==> src/rtl/cache_dual_ctrl_if.sv <==
// Bus bundle for cache_dual_ctrl: the core-side request/response handshake,
// the shared SRAM command port, both SRAM read-data copies and the mismatch count.
//   slave  : controller view (drives Req_Ready, Rsp_*, SRAM command, MisCnt)
//   master : environment view (core + duplicated SRAM pair)
interface cache_dual_ctrl_if #(
  parameter int unsigned ADDR_WIDTH = 7,
  parameter int unsigned CNT_WIDTH  = 8
) ();
  // Core request
  logic                  Req_Valid_SI;
  logic                  Req_Ready_SO;
  logic                  Req_WrEn_SI;
  logic [7:0]            Req_BEn_SI;
  logic [63:0]           Req_WrData_DI;
  logic [ADDR_WIDTH-1:0] Req_Addr_DI;
  // Core response
  logic                  Rsp_Valid_SO;
  logic                  Rsp_Ready_SI;
  logic [63:0]           Rsp_RdData_DO;
  logic                  Rsp_Err_SO;
  // Shared SRAM command
  logic                  CSel_SO;
  logic                  WrEn_SO;
  logic [7:0]            BEn_SO;
  logic [63:0]           WrData_DO;
  logic [ADDR_WIDTH-1:0] Addr_DO;
  // Per-copy read data
  logic [63:0]           RdData_DI_1;
  logic [63:0]           RdData_DI_2;
  // Redundancy status
  logic [CNT_WIDTH-1:0]  MisCnt_DO;

  modport slave (
    input  Req_Valid_SI, Req_WrEn_SI, Req_BEn_SI, Req_WrData_DI, Req_Addr_DI,
    input  Rsp_Ready_SI, RdData_DI_1, RdData_DI_2,
    output Req_Ready_SO, Rsp_Valid_SO, Rsp_RdData_DO, Rsp_Err_SO,
    output CSel_SO, WrEn_SO, BEn_SO, WrData_DO, Addr_DO, MisCnt_DO
  );

  modport master (
    output Req_Valid_SI, Req_WrEn_SI, Req_BEn_SI, Req_WrData_DI, Req_Addr_DI,
    output Rsp_Ready_SI, RdData_DI_1, RdData_DI_2,
    input  Req_Ready_SO, Rsp_Valid_SO, Rsp_RdData_DO, Rsp_Err_SO,
    input  CSel_SO, WrEn_SO, BEn_SO, WrData_DO, Addr_DO, MisCnt_DO
  );
endinterface

==> src/rtl/cache_dual_ctrl.sv <==
// Single-outstanding request/response front-end for a duplicated 64-bit SRAM pair.
// One accepted request drives the shared SRAM command for one cycle, waits the
// read latency (OUT_REGS+1 cycles), captures both copies, returns copy 1 and
// flags/counts copy disagreement. Illegal addresses are answered with an error
// and never reach the SRAM.
// Ports:
//   Clk_CI, Rst_RBI : clock, asynchronous active-low reset
//   bus             : cache_dual_ctrl_if.slave (request, response, SRAM, MisCnt)
//   Err_Clr_SI, Err_Sticky_SO : only with CACHE_ERR_STICKY_EN defined; sticky
//                     read-mismatch flag and its clear pulse
module cache_dual_ctrl #(
  parameter int unsigned ADDR_WIDTH = 7,
  parameter int unsigned DATA_DEPTH = 128,
  parameter int unsigned OUT_REGS   = 0,
  parameter int unsigned CNT_WIDTH  = 8
) (
  input  logic Clk_CI,
  input  logic Rst_RBI,
`ifdef CACHE_ERR_STICKY_EN
  input  logic Err_Clr_SI,
  output logic Err_Sticky_SO,
`endif
  cache_dual_ctrl_if.slave bus
);

  typedef enum logic [1:0] {StIdle, StIssue, StWait, StResp} state_e;

  state_e                state_q, state_d;
  logic                  csel_q, csel_d;
  logic                  wr_en_q, wr_en_d;
  logic [7:0]            ben_q, ben_d;
  logic [63:0]           wdata_q, wdata_d;
  logic [ADDR_WIDTH-1:0] addr_q, addr_d;
  logic                  wait_q, wait_d;
  logic [63:0]           rsp_data_q, rsp_data_d;
  logic                  rsp_err_q, rsp_err_d;
  logic [CNT_WIDTH-1:0]  mis_cnt_q, mis_cnt_d;

  logic accept, addr_ok, mismatch, capture;

  assign accept   = bus.Req_Valid_SI && (state_q == StIdle);
  assign addr_ok  = 32'(bus.Req_Addr_DI) < DATA_DEPTH;
  assign mismatch = bus.RdData_DI_1 != bus.RdData_DI_2;
  // Last WAIT cycle: read data of both copies is valid at this edge.
  assign capture  = (state_q == StWait) && !wait_q;

  always_comb begin
    state_d    = state_q;
    csel_d     = 1'b0;
    wr_en_d    = wr_en_q;
    ben_d      = ben_q;
    wdata_d    = wdata_q;
    addr_d     = addr_q;
    wait_d     = wait_q;
    rsp_data_d = rsp_data_q;
    rsp_err_d  = rsp_err_q;
    mis_cnt_d  = mis_cnt_q;
    unique case (state_q)
      StIdle: begin
        if (accept) begin
          if (addr_ok) begin
            state_d = StIssue;
            csel_d  = 1'b1;
            wr_en_d = bus.Req_WrEn_SI;
            ben_d   = bus.Req_BEn_SI;
            wdata_d = bus.Req_WrData_DI;
            addr_d  = bus.Req_Addr_DI;
          end else begin
            state_d    = StResp;
            rsp_data_d = '0;
            rsp_err_d  = 1'b1;
          end
        end
      end
      StIssue: begin
        state_d = StWait;
        wait_d  = 1'(OUT_REGS);
      end
      StWait: begin
        if (!capture) begin
          wait_d = 1'b0;
        end else begin
          state_d = StResp;
          if (wr_en_q) begin
            rsp_data_d = '0;
            rsp_err_d  = 1'b0;
          end else begin
            rsp_data_d = bus.RdData_DI_1;
            rsp_err_d  = mismatch;
            if (mismatch && (mis_cnt_q != '1)) mis_cnt_d = mis_cnt_q + CNT_WIDTH'(1);
          end
        end
      end
      StResp: begin
        if (bus.Rsp_Ready_SI) state_d = StIdle;
      end
      default: state_d = StIdle;
    endcase
  end

  always_ff @(posedge Clk_CI or negedge Rst_RBI) begin
    if (!Rst_RBI) begin
      state_q    <= StIdle;
      csel_q     <= 1'b0;
      wr_en_q    <= 1'b0;
      ben_q      <= '0;
      wdata_q    <= '0;
      addr_q     <= '0;
      wait_q     <= 1'b0;
      rsp_data_q <= '0;
      rsp_err_q  <= 1'b0;
      mis_cnt_q  <= '0;
    end else begin
      state_q    <= state_d;
      csel_q     <= csel_d;
      wr_en_q    <= wr_en_d;
      ben_q      <= ben_d;
      wdata_q    <= wdata_d;
      addr_q     <= addr_d;
      wait_q     <= wait_d;
      rsp_data_q <= rsp_data_d;
      rsp_err_q  <= rsp_err_d;
      mis_cnt_q  <= mis_cnt_d;
    end
  end

  assign bus.Req_Ready_SO  = (state_q == StIdle);
  assign bus.Rsp_Valid_SO  = (state_q == StResp);
  assign bus.Rsp_RdData_DO = rsp_data_q;
  assign bus.Rsp_Err_SO    = rsp_err_q;
  assign bus.CSel_SO       = csel_q;
  assign bus.WrEn_SO       = wr_en_q;
  assign bus.BEn_SO        = ben_q;
  assign bus.WrData_DO     = wdata_q;
  assign bus.Addr_DO       = addr_q;
  assign bus.MisCnt_DO     = mis_cnt_q;

`ifdef CACHE_ERR_STICKY_EN
  logic sticky_q, sticky_d;

  // Set has priority over clear so a mismatch coinciding with a clear is kept.
  always_comb begin
    sticky_d = sticky_q;
    if (Err_Clr_SI) sticky_d = 1'b0;
    if (capture && !wr_en_q && mismatch) sticky_d = 1'b1;
  end

  always_ff @(posedge Clk_CI or negedge Rst_RBI) begin
    if (!Rst_RBI) sticky_q <= 1'b0;
    else          sticky_q <= sticky_d;
  end

  assign Err_Sticky_SO = sticky_q;
`endif

endmodule

==> src/flat_wrapper.sv <==
// flat-port wrapper written by rule: the top's interface ports become plain ports
module cache_dual_ctrl_flat 
#(
  parameter int unsigned ADDR_WIDTH = 7,
  parameter int unsigned DATA_DEPTH = 128,
  parameter int unsigned OUT_REGS   = 0,
  parameter int unsigned CNT_WIDTH  = 8
)
  (Clk_CI, Rst_RBI, bus_Req_Valid_SI, bus_Req_WrEn_SI, bus_Req_BEn_SI, bus_Req_WrData_DI, bus_Req_Addr_DI, bus_Rsp_Ready_SI, bus_RdData_DI_1, bus_RdData_DI_2, bus_Req_Ready_SO, bus_Rsp_Valid_SO, bus_Rsp_RdData_DO, bus_Rsp_Err_SO, bus_CSel_SO, bus_WrEn_SO, bus_BEn_SO, bus_WrData_DO, bus_Addr_DO, bus_MisCnt_DO);
  cache_dual_ctrl_if #(.ADDR_WIDTH(ADDR_WIDTH), .CNT_WIDTH(CNT_WIDTH)) bus_i ();
  input  logic Clk_CI;
  input  logic Rst_RBI;
  input wire logic [$bits(bus_i.Req_Valid_SI)-1:0] bus_Req_Valid_SI;
  input wire logic [$bits(bus_i.Req_WrEn_SI)-1:0] bus_Req_WrEn_SI;
  input wire logic [$bits(bus_i.Req_BEn_SI)-1:0] bus_Req_BEn_SI;
  input wire logic [$bits(bus_i.Req_WrData_DI)-1:0] bus_Req_WrData_DI;
  input wire logic [$bits(bus_i.Req_Addr_DI)-1:0] bus_Req_Addr_DI;
  input wire logic [$bits(bus_i.Rsp_Ready_SI)-1:0] bus_Rsp_Ready_SI;
  input wire logic [$bits(bus_i.RdData_DI_1)-1:0] bus_RdData_DI_1;
  input wire logic [$bits(bus_i.RdData_DI_2)-1:0] bus_RdData_DI_2;
  output wire logic [$bits(bus_i.Req_Ready_SO)-1:0] bus_Req_Ready_SO;
  output wire logic [$bits(bus_i.Rsp_Valid_SO)-1:0] bus_Rsp_Valid_SO;
  output wire logic [$bits(bus_i.Rsp_RdData_DO)-1:0] bus_Rsp_RdData_DO;
  output wire logic [$bits(bus_i.Rsp_Err_SO)-1:0] bus_Rsp_Err_SO;
  output wire logic [$bits(bus_i.CSel_SO)-1:0] bus_CSel_SO;
  output wire logic [$bits(bus_i.WrEn_SO)-1:0] bus_WrEn_SO;
  output wire logic [$bits(bus_i.BEn_SO)-1:0] bus_BEn_SO;
  output wire logic [$bits(bus_i.WrData_DO)-1:0] bus_WrData_DO;
  output wire logic [$bits(bus_i.Addr_DO)-1:0] bus_Addr_DO;
  output wire logic [$bits(bus_i.MisCnt_DO)-1:0] bus_MisCnt_DO;
  assign bus_i.Req_Valid_SI = bus_Req_Valid_SI;
  assign bus_i.Req_WrEn_SI = bus_Req_WrEn_SI;
  assign bus_i.Req_BEn_SI = bus_Req_BEn_SI;
  assign bus_i.Req_WrData_DI = bus_Req_WrData_DI;
  assign bus_i.Req_Addr_DI = bus_Req_Addr_DI;
  assign bus_i.Rsp_Ready_SI = bus_Rsp_Ready_SI;
  assign bus_i.RdData_DI_1 = bus_RdData_DI_1;
  assign bus_i.RdData_DI_2 = bus_RdData_DI_2;
  assign bus_Req_Ready_SO = bus_i.Req_Ready_SO;
  assign bus_Rsp_Valid_SO = bus_i.Rsp_Valid_SO;
  assign bus_Rsp_RdData_DO = bus_i.Rsp_RdData_DO;
  assign bus_Rsp_Err_SO = bus_i.Rsp_Err_SO;
  assign bus_CSel_SO = bus_i.CSel_SO;
  assign bus_WrEn_SO = bus_i.WrEn_SO;
  assign bus_BEn_SO = bus_i.BEn_SO;
  assign bus_WrData_DO = bus_i.WrData_DO;
  assign bus_Addr_DO = bus_i.Addr_DO;
  assign bus_MisCnt_DO = bus_i.MisCnt_DO;
  cache_dual_ctrl #(.ADDR_WIDTH(ADDR_WIDTH), .DATA_DEPTH(DATA_DEPTH), .OUT_REGS(OUT_REGS), .CNT_WIDTH(CNT_WIDTH)) u_core (.Clk_CI(Clk_CI), .Rst_RBI(Rst_RBI), .bus(bus_i));
endmodule
==> config.mk <==
export PLATFORM = sky130hd
export DESIGN_NAME = cache_dual_ctrl_flat
export DESIGN_NICKNAME = d
export VERILOG_FILES = /design/src/rtl/cache_dual_ctrl_if.sv /design/src/rtl/cache_dual_ctrl.sv /design/src/flat_wrapper.sv
export SDC_FILE = /design/constraint.sdc
export NUM_CORES = 1
export LEC_CHECK = 0
export ABC_AREA = 1
export BUFFER_PORTS_ARGS = -buffer_cell sky130_fd_sc_hd__buf_2
export CORE_AREA = 2 2 144 146
export DETAILED_ROUTE_END_ITERATION = 16
export DIE_AREA = 0 0 146 148
export MAX_ROUTING_LAYER = met4
export PLACE_DENSITY = 0.66
export SYNTH_ARGS = -nofsm -noshare
export SYNTH_HDL_FRONTEND = slang
export SYNTH_SLANG_ARGS = --single-unit
==> constraint.sdc <==
create_clock -name Clk_CI -period 2.2 [get_ports Clk_CI]
set_clock_uncertainty 0.2 [all_clocks]
set_input_delay 0.44 -clock Clk_CI [delete_from_list [all_inputs] [get_ports Clk_CI]]
set_output_delay 0.44 -clock Clk_CI [all_outputs]
set_load 0.02 [all_outputs]
==> results of run 1 <==
[worst register-to-register path, delay by kind of cell, from the launching register on]
kind            cells  cell delay (ps)
simple gates        1              310
fa+ha+maj           1              230
flops               1              380
compound gates      1              250
buf+inv             4              530
[timing repair]
item	in CTS	in global routing
hold buffers	17	0
setup buffers	0	0
endpoints found under the hold margin	50	0
[cell usage after synthesis, types with 2 or more instances]
cell type  number  area share
a21oi_1         2      0.0014
a22o_1         10       0.012
clkbuf_1       28       0.015
dfrtp_1       156        0.54
ha_1            4      0.0070
inv_1         118       0.062
nand2_1       499        0.26
nand3_1         4      0.0028
nand4_1         6      0.0052
nor2_1         43       0.022
nor2_2          2      0.0017
o21ai_0        54       0.038
xnor2_1         2      0.0024
xor2_1         14       0.017
[cell type report]
cell class	instances	area, µm²	share of cell area
sequential	156	3904	0.3848
clock buffer	17	425.4	0.04193
tap	270	337.8	0.03330
timing repair buffer	398	2168	0.2137
inverter	119	446.7	0.04403
multi-input combinational	646	2728	0.2688
antenna	1	2.502	0.0002466
clock inverter	14	133.9	0.01320
[worst max-delay path by stage]
stage,depth (start not counted),end,start
5_1_grt,7,u_core.bus.Rsp_RdData_DO[47],u_core.state_q[0]
3_5_place_dp,11,u_core.bus.MisCnt_DO[4],bus_RdData_DI_1[63]
2_1_floorplan,7,u_core.bus.Addr_DO[6],u_core.state_q[0]
3_3_place_gp,11,u_core.bus.MisCnt_DO[1],bus_RdData_DI_1[63]
6_report,7,u_core.bus.Rsp_RdData_DO[52],u_core.state_q[0]
4_1_cts,7,u_core.bus.Rsp_RdData_DO[47],u_core.state_q[0]
[stage by stage]
stage | total power [mW] | util | cell area [µm²] | setup slack [ps]
after floorplan | 8.310 | - | 7187 | 426.3
after global routing | 14.48 | 0.5063 | 10150 | 23.41
final | 13.49 | 0.5063 | 10150 | 232.4
after CTS | 13.66 | 0.5062 | 10140 | 172.7
after global placement | 10.68 | 0.4698 | 9414 | 89.81
after detailed placement | 10.76 | 0.4698 | 9414 | 87.66
[power breakdown]
group	switching, mW	internal [mW]	leakage, nW	total (mW)
registers	0.664	4.13	1.97	4.80
logic	3.94	1.93	3.99	5.87
clock network	1.24	1.58	0.271	2.82
total	5.85	7.64	6.23	13.5
[kinds of logic after synthesis]
kind of cell / Yosys count
buf+inv: 149
fa+ha+maj: 4
flops: 156
compound gates: 67
xor+xnor: 16
simple gates: 559
[flip-flops by register name, summed over array words and instances, names as in the netlist]
register,flops
u_core.bus.Addr_DO,7
u_core.bus.BEn_SO,8
u_core.bus.CSel_SO,1
u_core.bus.MisCnt_DO,8
u_core.bus.Rsp_Err_SO,1
u_core.bus.Rsp_RdData_DO,64
u_core.bus.WrData_DO,64
u_core.bus.WrEn_SO,1
u_core.state_q,2
[routing by layer]
metal  vias to the layer above  share of wire  track usage
met1                      3217           0.41       0.2588
met2                       301           0.49       0.3488
met4                         0          0.026      0.07816
met5                         -              0            -
met3                        41          0.075      0.05278
li1                       3613              -            -
==> impl_metrics.csv, run 1 <==
group,metric,value,unit
logic_synthesis,synth_cell_type_count,23,
final_layout,drive_gt1_frac,0.3126,
timing,drv_slew,0,
detailed_routing,vias_per_cell,4.424,
place,dp_cells,1572,
floorplanning,num_rows,52,
logic_synthesis,synth-seq-area-share,0.5432,
critical_path,worstPathArrival,2100,ps
timing,hold_viol,0,
pwr,power_density,1329,mW/mm²
cts,cts_root_buffer,"clkbuf_16",
cts,cts_buffers,17,
detailed_routing,drt_iter0_drc,236,
floorplanning,die_h,148,µm
logic_synthesis,syn-cell-area,0.007187,mm²
floorplanning,die_area,0.02161,mm²
logic_synthesis,yosys_most_used_dff,"dfrtp_1",
critical_path,max_stage_delay,380,ps
critical_path,rr_worst_depth,7,
timing,rsz0062_at_grt,"false",
timing,fin_tns_setup,0,ps
critical_path,cp-start-kind,"register",
logic_synthesis,synthSimpleGateAreaFrac,0.3003,
pwr,irDropWorstVdd,0.5395,mV
final_layout,nets,1554,
place,gp_congestion,0.8580,
cts,clock_latency,420,ps
critical_path,crit_chain,"inv_1 > ha_1 > inv_2 > nor2_2 > inv_1 > buf_4 > o21ai_0",
global_route,gr-total-overflow,0,
floorplanning,die_w,146,µm
global_route,globalRouteTotalUtil,0.2137,
pwr,leakagePower,6.234,nW
critical_path,crit_buf_inv,4,
logic_synthesis,synth-seq-cells,156,
floorplanning,start_util,0.3586,
final_layout,layout_commonest_cell,"nand2_1",
final_layout,final_cell_mix,"498 x nand2_1, 366 x buf_2, 156 x dfrtp_1",
critical_path,crit_top_cell,"inv_1",
critical_path,r2r-start,"u_core.state_q[0]",
global_route,grt_pass1_vias,7028,
global_route,grt_max_degree,56,
timing,finalCritPeriodShare,0.8944,
timing,setup_viol,0,
hold_path,hp-start,"bus_Req_WrData_DI[5]",
hold_path,min_path_type,"input pin to register",
floorplanning,ios,368,
final_layout,nFillCells,1984,
logic_synthesis,async_flop_share,1.000,
detailed_routing,postRouteAntennaNets,0,
timing,fin_crit,1968,ps
detailed_routing,wl_per_cell,13.78,µm
run,maxCapViolations,0,
hold_path,hold-path-cell-count,3,
critical_path,worst_r2r_endpoint,"u_core.bus.Rsp_RdData_DO[52]",
logic_synthesis,synthXorXnorAreaFrac,0.01950,
timing,timing.hold.ws,22.72,ps
detailed_routing,drt_wl_total,22.34,mm
logic_synthesis,yosys.area_share.adder,0.006964,
final_layout,syn2layout_area_growth,41.17,%
timing,slew-limit-headroom,0.6657,
place,port_buffers,367,
logic_synthesis,syn_avg_cell_area,7.557,µm²
timing,worst_pin_slew,501.4,ps
detailed_routing,drc,0,
critical_path,endpoint_kind,"register",
cts,clkSinkCount,156,
place,post-dp-hpwl,16.98,mm
critical_path,crit_slowest_cell,"dfrtp_1",
outcome,status,"completed",
logic_synthesis,synth-compound-area-share,0.05205,
cts,cts_resized,0,
logic_synthesis,synthCells,951,
floorplanning,fp.coreArea,0.02004,mm²
detailed_routing,vias,7172,
logic_synthesis,syn-num-nets,1167,
logic_synthesis,synth.area.mux_share,0,
cts,clk_pin_slew,70,ps
timing,fmax,508.2,MHz
global_route,antenna_found_initial,1,
critical_path,r2r_slack,230,ps
logic_synthesis,synth_top_family_by_area,"simple AND/OR/NAND/NOR gates",
critical_path,crit_fanout,34,
cts,clk_path_buf_depth,2,
critical_path,worstSetupPathType,"register to register",
logic_synthesis,synth_warnings,0,
logic_synthesis,synth_edf_count,0,
global_route,grt_pass1_wl,35.43,mm
final_layout,fin_cells,1621,
detailed_routing,firstDrtPassIters,5,
critical_path,cp.required,2330,ps
hold_path,whs_endpoint,"u_core.bus.WrData_DO[5]",
cts,cts_max_level,4,
critical_path,crit_family,"buffers and inverters",
cts,cts_tree,"done",
Power figures use the tool's default switching activity.
==> inputs of run 2 (changes only) <==
--- a/config.mk
+++ b/config.mk
@@ -7,9 +7,10 @@
 export LEC_CHECK = 0
 export ABC_AREA = 1
 export BUFFER_PORTS_ARGS = -buffer_cell sky130_fd_sc_hd__buf_2
-export CORE_AREA = 2 2 144 146
+export CORE_AREA = 2 2 143 145
+export CTS_BUF_LIST = sky130_fd_sc_hd__clkbuf_2
 export DETAILED_ROUTE_END_ITERATION = 16
-export DIE_AREA = 0 0 146 148
+export DIE_AREA = 0 0 145 147
 export MAX_ROUTING_LAYER = met4
 export PLACE_DENSITY = 0.66
 export SYNTH_ARGS = -nofsm -noshare
==> run 2 against run 1 <==
Effect of this change:
- sequential power about the same
- final cell count up 8.9%
- routed wire length up 15%
- first-iteration DRC count up 28%
- largest power group unchanged
==> impl_metrics.csv, run 2 (same netlist as run 1, synthesis figures left out) <==
group,metric,value,unit
cts,clkSinkCount,156,
cts,clk_pin_slew,240,ps
floorplanning,die_area,0.02132,mm²
detailed_routing,drt_iter0_drc,302,
final_layout,layout_commonest_cell,"nand2_1",
global_route,gr-total-overflow,0,
global_route,grt.busiest_layer,"met2",
critical_path,worstSetupPathType,"register to output pin",
critical_path,r2r-start,"u_core.state_q[1]",
final_layout,syn2layout_area_growth,58.24,%
hold_path,hp-start,"bus_RdData_DI_2[14]",
final_layout,nFillCells,1713,
global_route,met2_usage,0.4186,
timing,fmax,457.1,MHz
cts,cts_buffers,17,
global_route,grt_pass1_wl,40.52,mm
timing,finalCritPeriodShare,0.9943,
pwr,leakagePower,6.752,nW
place,post-dp-hpwl,16.46,mm
floorplanning,die_h,147,µm
cts,cts_max_level,4,
run,maxCapViolations,0,
global_route,antenna_found_initial,1,
pwr,irDropWorstVdd,0.5034,mV
hold_path,hold-path-cell-count,11,
detailed_routing,drt_wl_total,25.79,mm
timing,rsz0062_at_grt,"true",
detailed_routing,vias_per_cell,4.504,
floorplanning,start_util,0.3622,
cts,cts_root_buffer,"clkbuf_2",
outcome,status,"completed",
floorplanning,ios,368,
timing,drv_slew,0,
critical_path,cp-start-kind,"register",
critical_path,crit_fanout,3,
detailed_routing,vias,7949,
timing,worst_pin_slew,517.8,ps
final_layout,fin_util,0.5731,
global_route,use_met1,0.2729,
cts,clk_path_buf_depth,2,
timing,slew-limit-headroom,0.6548,
final_layout,final_cell_mix,"497 x nand2_1, 364 x buf_2, 155 x dlygate4sd3_1, 155 x dfrtp_1, 114 x inv_1",
hold_path,min_path_type,"input pin to register",
critical_path,rr_worst_depth,9,
cts,clock_latency,710,ps
timing,fin_crit,2187,ps
floorplanning,num_rows,52,
critical_path,worstPathArrival,1550,ps
cts,cts_tree,"done",
final_layout,drive_gt1_frac,0.2898,
detailed_routing,firstDrtPassIters,5,
pwr,power_density,1141,mW/mm²
final_layout,fin_cells,1765,
timing,hold_viol,0,
detailed_routing,wl_per_cell,14.61,µm
global_route,use_met3,0.06522,
detailed_routing,postRouteAntennaNets,0,
pwr,total_power,12.97,mW
critical_path,worst_r2r_endpoint,"u_core.bus.WrData_DO[61]",
global_route,grt_max_degree,82,
timing,setup_viol,0,
place,port_buffers,367,
critical_path,cp.required,1560,ps
critical_path,endpoint_kind,"output pin",
place,gp_congestion,0.8443,
detailed_routing,drc,0,
hold_path,whs_endpoint,"u_core.bus.Rsp_Err_SO",
place,dp_cells,1569,
floorplanning,fp.coreArea,0.01984,mm²
floorplanning,die_w,145,µm
global_route,globalRouteTotalUtil,0.2447,
global_route,grt_pass1_vias,8052,
final_layout,nets,1697,
critical_path,r2r_slack,70,ps
run 2: cell count changes in the layout (fill, tap and decap cells not counted), sizes merged:
cell,before,now
dlygate4sd3,17,155
clkinv,3,8
inv,126,122
buf,381,384
clkbuf,17,19
bufinv,1,2
clkinvlp,3,2
run 2: worst max-delay path by stage:
| stage | from | endpoint | slack [ps] | cells after the start |
|---|---|---|---|---|
| floorplan | u_core.state_q[0] | u_core.bus.Addr_DO[6] | 430 | 7 |
| global placement | bus_RdData_DI_2[63] | u_core.bus.MisCnt_DO[5] | 170 | 11 |
| detailed placement | bus_RdData_DI_1[59] | u_core.bus.MisCnt_DO[1] | 150 | 13 |
| CTS | u_core.state_q[1] | bus_Req_Ready_SO | -50 | 3 |
| global route | u_core.state_q[1] | bus_Req_Ready_SO | -140 | 3 |
| finish | u_core.state_q[1] | bus_Req_Ready_SO | 10 | 3 |
run 2: repair_timing:
action	4_1_cts	5_1_grt
setup endpoints to repair	2	11
hold endpoints to repair	303	0
gates cloned	0	2
setup buffers	4	1
gates resized for setup	9	8
hold buffers	156	0
pin swaps	1	1
run 2: area by class of cell:
type | count | area (µm²) | area share
flip-flops and latches | 156 | 3905 | 0.3434
repair buffers | 541 | 3675 | 0.3231
multi-input cells | 646 | 2750 | 0.2418
inverters | 119 | 452.9 | 0.03983
well taps | 270 | 337.8 | 0.02971
clock inverters | 15 | 163.9 | 0.01441
clock buffers | 17 | 85.08 | 0.007482
diodes | 1 | 2.502 | 0.0002200
run 2: routing by layer:
metal	up-vias	wire length, µm
met5	-	0
met4	0	769
li1	3902	-
met1	3635	10110
met3	57	1989
met2	355	12920
run 2: through the flow:
stage                     setup TNS, ps  setup WS, ps  hold slack (ps)  area [µm²]
after detailed placement              0         148.8            188.1        9404
after global placement                0         169.5            185.7        9404
after global routing             -269.2        -144.9            139.8       11370
after CTS                        -79.25        -50.80            104.9       11280
final                                 0         12.51            192.3       11370
after floorplan                       0         426.3           -55.59        7187
run 2: worst max-delay path, stage by stage (launching register included):
cell     delay [ps]
dfrtp_1         480
inv_2           100
ha_4            140
buf_6           110
run 2: power by group:
part / switching (mW) / internal, mW / total, mW
Sequential: 0.713 / 4.11 / 4.82
Combinational: 4.16 / 2.32 / 6.48
Clock: 1.12 / 0.544 / 1.67
Total: 5.99 / 6.98 / 13.0
==> inputs of run 3 (changes only) <==
--- a/config.mk
+++ b/config.mk
@@ -13,6 +13,7 @@
 export DIE_AREA = 0 0 145 147
 export MAX_ROUTING_LAYER = met4
 export PLACE_DENSITY = 0.66
+export RECOVER_POWER = 50
 export SYNTH_ARGS = -nofsm -noshare
 export SYNTH_HDL_FRONTEND = slang
 export SYNTH_SLANG_ARGS = --single-unit
==> run 3 against run 2 <==
Effect of this change:
- the flow now finishes with violations (setup timing)
- critical path depth is 6 higher
- routed wire length is 0.17% higher
- final cell count stayed put
- sequential cell count stayed put
- design area is 1.1% lower
- global-route usage stayed put
- combinational power is 2% lower
- critical endpoint is now u_core.bus.WrData_DO[61]
==> impl_metrics.csv, run 3 (same netlist as run 1, synthesis figures left out) <==
group,metric,value,unit
outcome,status,"finished, violations left",
place,port_buffers,367,
floorplanning,die_h,147,µm
floorplanning,num_rows,52,
critical_path,crit_chain,"inv_2 > ha_4 > buf_4 > nand2_1 > inv_1 > buf_16 > nand2_2 > nand2_1 > dlygate4sd3_1",
timing,drv_slew,0,
detailed_routing,drt_wl_total,25.83,mm
global_route,gr-total-overflow,0,
cts,clock_latency,710,ps
pwr,power_frac_clock,0.130,
place,placed_cell_area,0.009404,mm²
global_route,grt_max_degree,82,
detailed_routing,vias,7929,
critical_path,crit_buf_inv,5,
hold_path,min_path_type,"input pin to register",
cts,cts_buffers,17,
cts,clk_pin_slew,260,ps
critical_path,crit_fanout,21,
cts,clkSinkCount,156,
final_layout,layout_commonest_cell,"nand2_1",
critical_path,endpoint_kind,"register",
timing,hold_viol,0,
critical_path,crit_family,"buffers and inverters",
final_layout,nets,1697,
critical_path,r2r_slack,-50,ps
cts,clk_path_buf_depth,2,
cts,cts_root_buffer,"clkbuf_2",
final_layout,final_area,0.01125,mm²
pwr,leakagePower,6.700,nW
pwr,p_int,6.901,mW
timing,worst_pin_slew,770.6,ps
detailed_routing,vias_per_cell,4.492,
global_route,grt_pass1_wl,40.52,mm
hold_path,whs_endpoint,"u_core.bus.Rsp_Err_SO",
critical_path,crit_slowest_cell,"dlygate4sd3_1",
critical_path,cp-start-kind,"register",
global_route,globalRouteTotalUtil,0.2447,
place,dp_cells,1569,
detailed_routing,firstDrtPassIters,5,
final_layout,drive_gt1_frac,0.2845,
outcome,violations,"setup timing",
pwr,irDropWorstVdd,0.5071,mV
final_layout,syn2layout_area_growth,56.56,%
pwr,swShare,0.4640,
critical_path,worst_r2r_endpoint,"u_core.bus.WrData_DO[61]",
cts,cts_tree,"done",
run,maxCapViolations,0,
final_layout,final_cell_mix,"498 x nand2_1, 365 x buf_2, 155 x dlygate4sd3_1, 155 x dfrtp_1, 116 x inv_1",
pwr,p_comb_frac,0.496,
final_layout,fin_cells,1765,
critical_path,cp.required,2650,ps
critical_path,max_stage_delay,560,ps
detailed_routing,wl_per_cell,14.63,µm
critical_path,worstPathArrival,2700,ps
critical_path,r2r-start,"u_core.state_q[1]",
place,post-dp-hpwl,16.46,mm
cts,cts_max_level,4,
critical_path,rr_worst_depth,9,
final_layout,fin_util,0.5670,
detailed_routing,drc,0,
timing,layout_setup_ws,-53.22,ps
timing,slew-limit-headroom,0.4863,
timing,setup_viol,6,
pwr,power.share.sequential,0.375,
timing,fin_crit,2253,ps
floorplanning,die_area,0.02132,mm²
pwr,power_density,1144,mW/mm²
timing,fmax,443.8,MHz
final_layout,nFillCells,1731,
detailed_routing,postRouteAntennaNets,0,
pwr,p_sw,5.974,mW
hold_path,hp-start,"bus_RdData_DI_2[14]",
timing,finalCritPeriodShare,1.024,
floorplanning,ios,368,
timing,rsz0062_at_grt,"true",
hold_path,hold-path-cell-count,11,
detailed_routing,drt_iter0_drc,291,
floorplanning,start_util,0.3622,
critical_path,crit_top_cell,"nand2_1",
place,gp_congestion,0.8443,
global_route,antenna_found_initial,1,
global_route,grt_pass1_vias,8052,
critical_path,worstSetupPathType,"register to register",
pwr,total_power,12.88,mW
floorplanning,die_w,145,µm
floorplanning,fp.coreArea,0.01984,mm²
-- run 3: cell count changes in the layout (fill, tap and decap cells not counted), moves of 2 or more --
cell,delta
clkbuf_16,-2
buf_4,-5
inv_1,+2
clkbuf_1,+4
clkbuf_2,+2
clkbuf_4,+4
buf_12,-4
-- run 3: what timing repair did --
action,4_1_cts,5_1_grt
hold buffers,156,0
endpoints found under the setup margin,2,11
buffers inserted,4,1
gates resized for setup,9,8
pin swaps,1,1
cloned,0,2
endpoints found under the hold margin,303,0
-- run 3: final cells by class --
cell class              instances  area, µm²  area share
flip-flops and latches        156       3905      0.3470
clock buffers                  17      85.08    0.007561
inverters                     119      450.4     0.04003
well taps                     270      337.8     0.03002
repair buffers                541       3567      0.3170
clock inverters                15      163.9     0.01457
multi-input cells             646       2740      0.2435
diodes                          1      2.502   0.0002224
-- run 3: per-stage QoR --
step | hold slack, ps | worst slack [ps] | TNS, ps
final | 192.3 | -53.22 | -114.4
after global placement | 185.7 | 169.5 | 0
after detailed placement | 188.1 | 148.8 | 0
after floorplan | -55.59 | 426.3 | 0
after CTS | 104.9 | -50.80 | -79.25
after global routing | 139.8 | -144.9 | -2458
-- run 3: routing by layer --
| layer | track usage | vias to the layer above | wire, µm |
|---|---|---|---|
| met5 | - | - | 0 |
| met1 | 0.2729 | 3602 | 10150 |
| li1 | - | 3900 | - |
| met2 | 0.4186 | 364 | 12870 |
| met4 | 0.1000 | 0 | 808 |
| met3 | 0.06522 | 63 | 2006 |
-- run 3: worst register-to-register path: cells and delay by family (launching register included) --
| kind | cells | cell delay (ps) |
|---|---|---|
| AND/OR/NAND/NOR | 3 | 260 |
| adder cells (fa/ha/maj) | 1 | 170 |
| buffers and inverters | 5 | 1100 |
| flip-flops | 1 | 470 |
-- run 3: worst max-delay path by stage --
stage                                    from                       end  cells past startpoint
after CTS                   u_core.state_q[1]          bus_Req_Ready_SO                      3
after global placement    bus_RdData_DI_2[63]   u_core.bus.MisCnt_DO[5]                     11
final                       u_core.state_q[1]  u_core.bus.WrData_DO[61]                      9
after global routing        u_core.state_q[1]          bus_Req_Ready_SO                      3
after floorplan             u_core.state_q[0]     u_core.bus.Addr_DO[6]                      7
after detailed placement  bus_RdData_DI_1[59]   u_core.bus.MisCnt_DO[1]                     13
-- run 3: power groups by stage --
stage / sequential, mW / combinational (mW) / clock, mW
floorplan: 6.33 / 1.98 / 0
global placement: 4.80 / 5.83 / 0
detailed placement: 4.81 / 5.91 / 0
CTS: 4.76 / 6.32 / 1.74
global route: 4.97 / 6.96 / 1.87
finish: 4.82 / 6.38 / 1.67
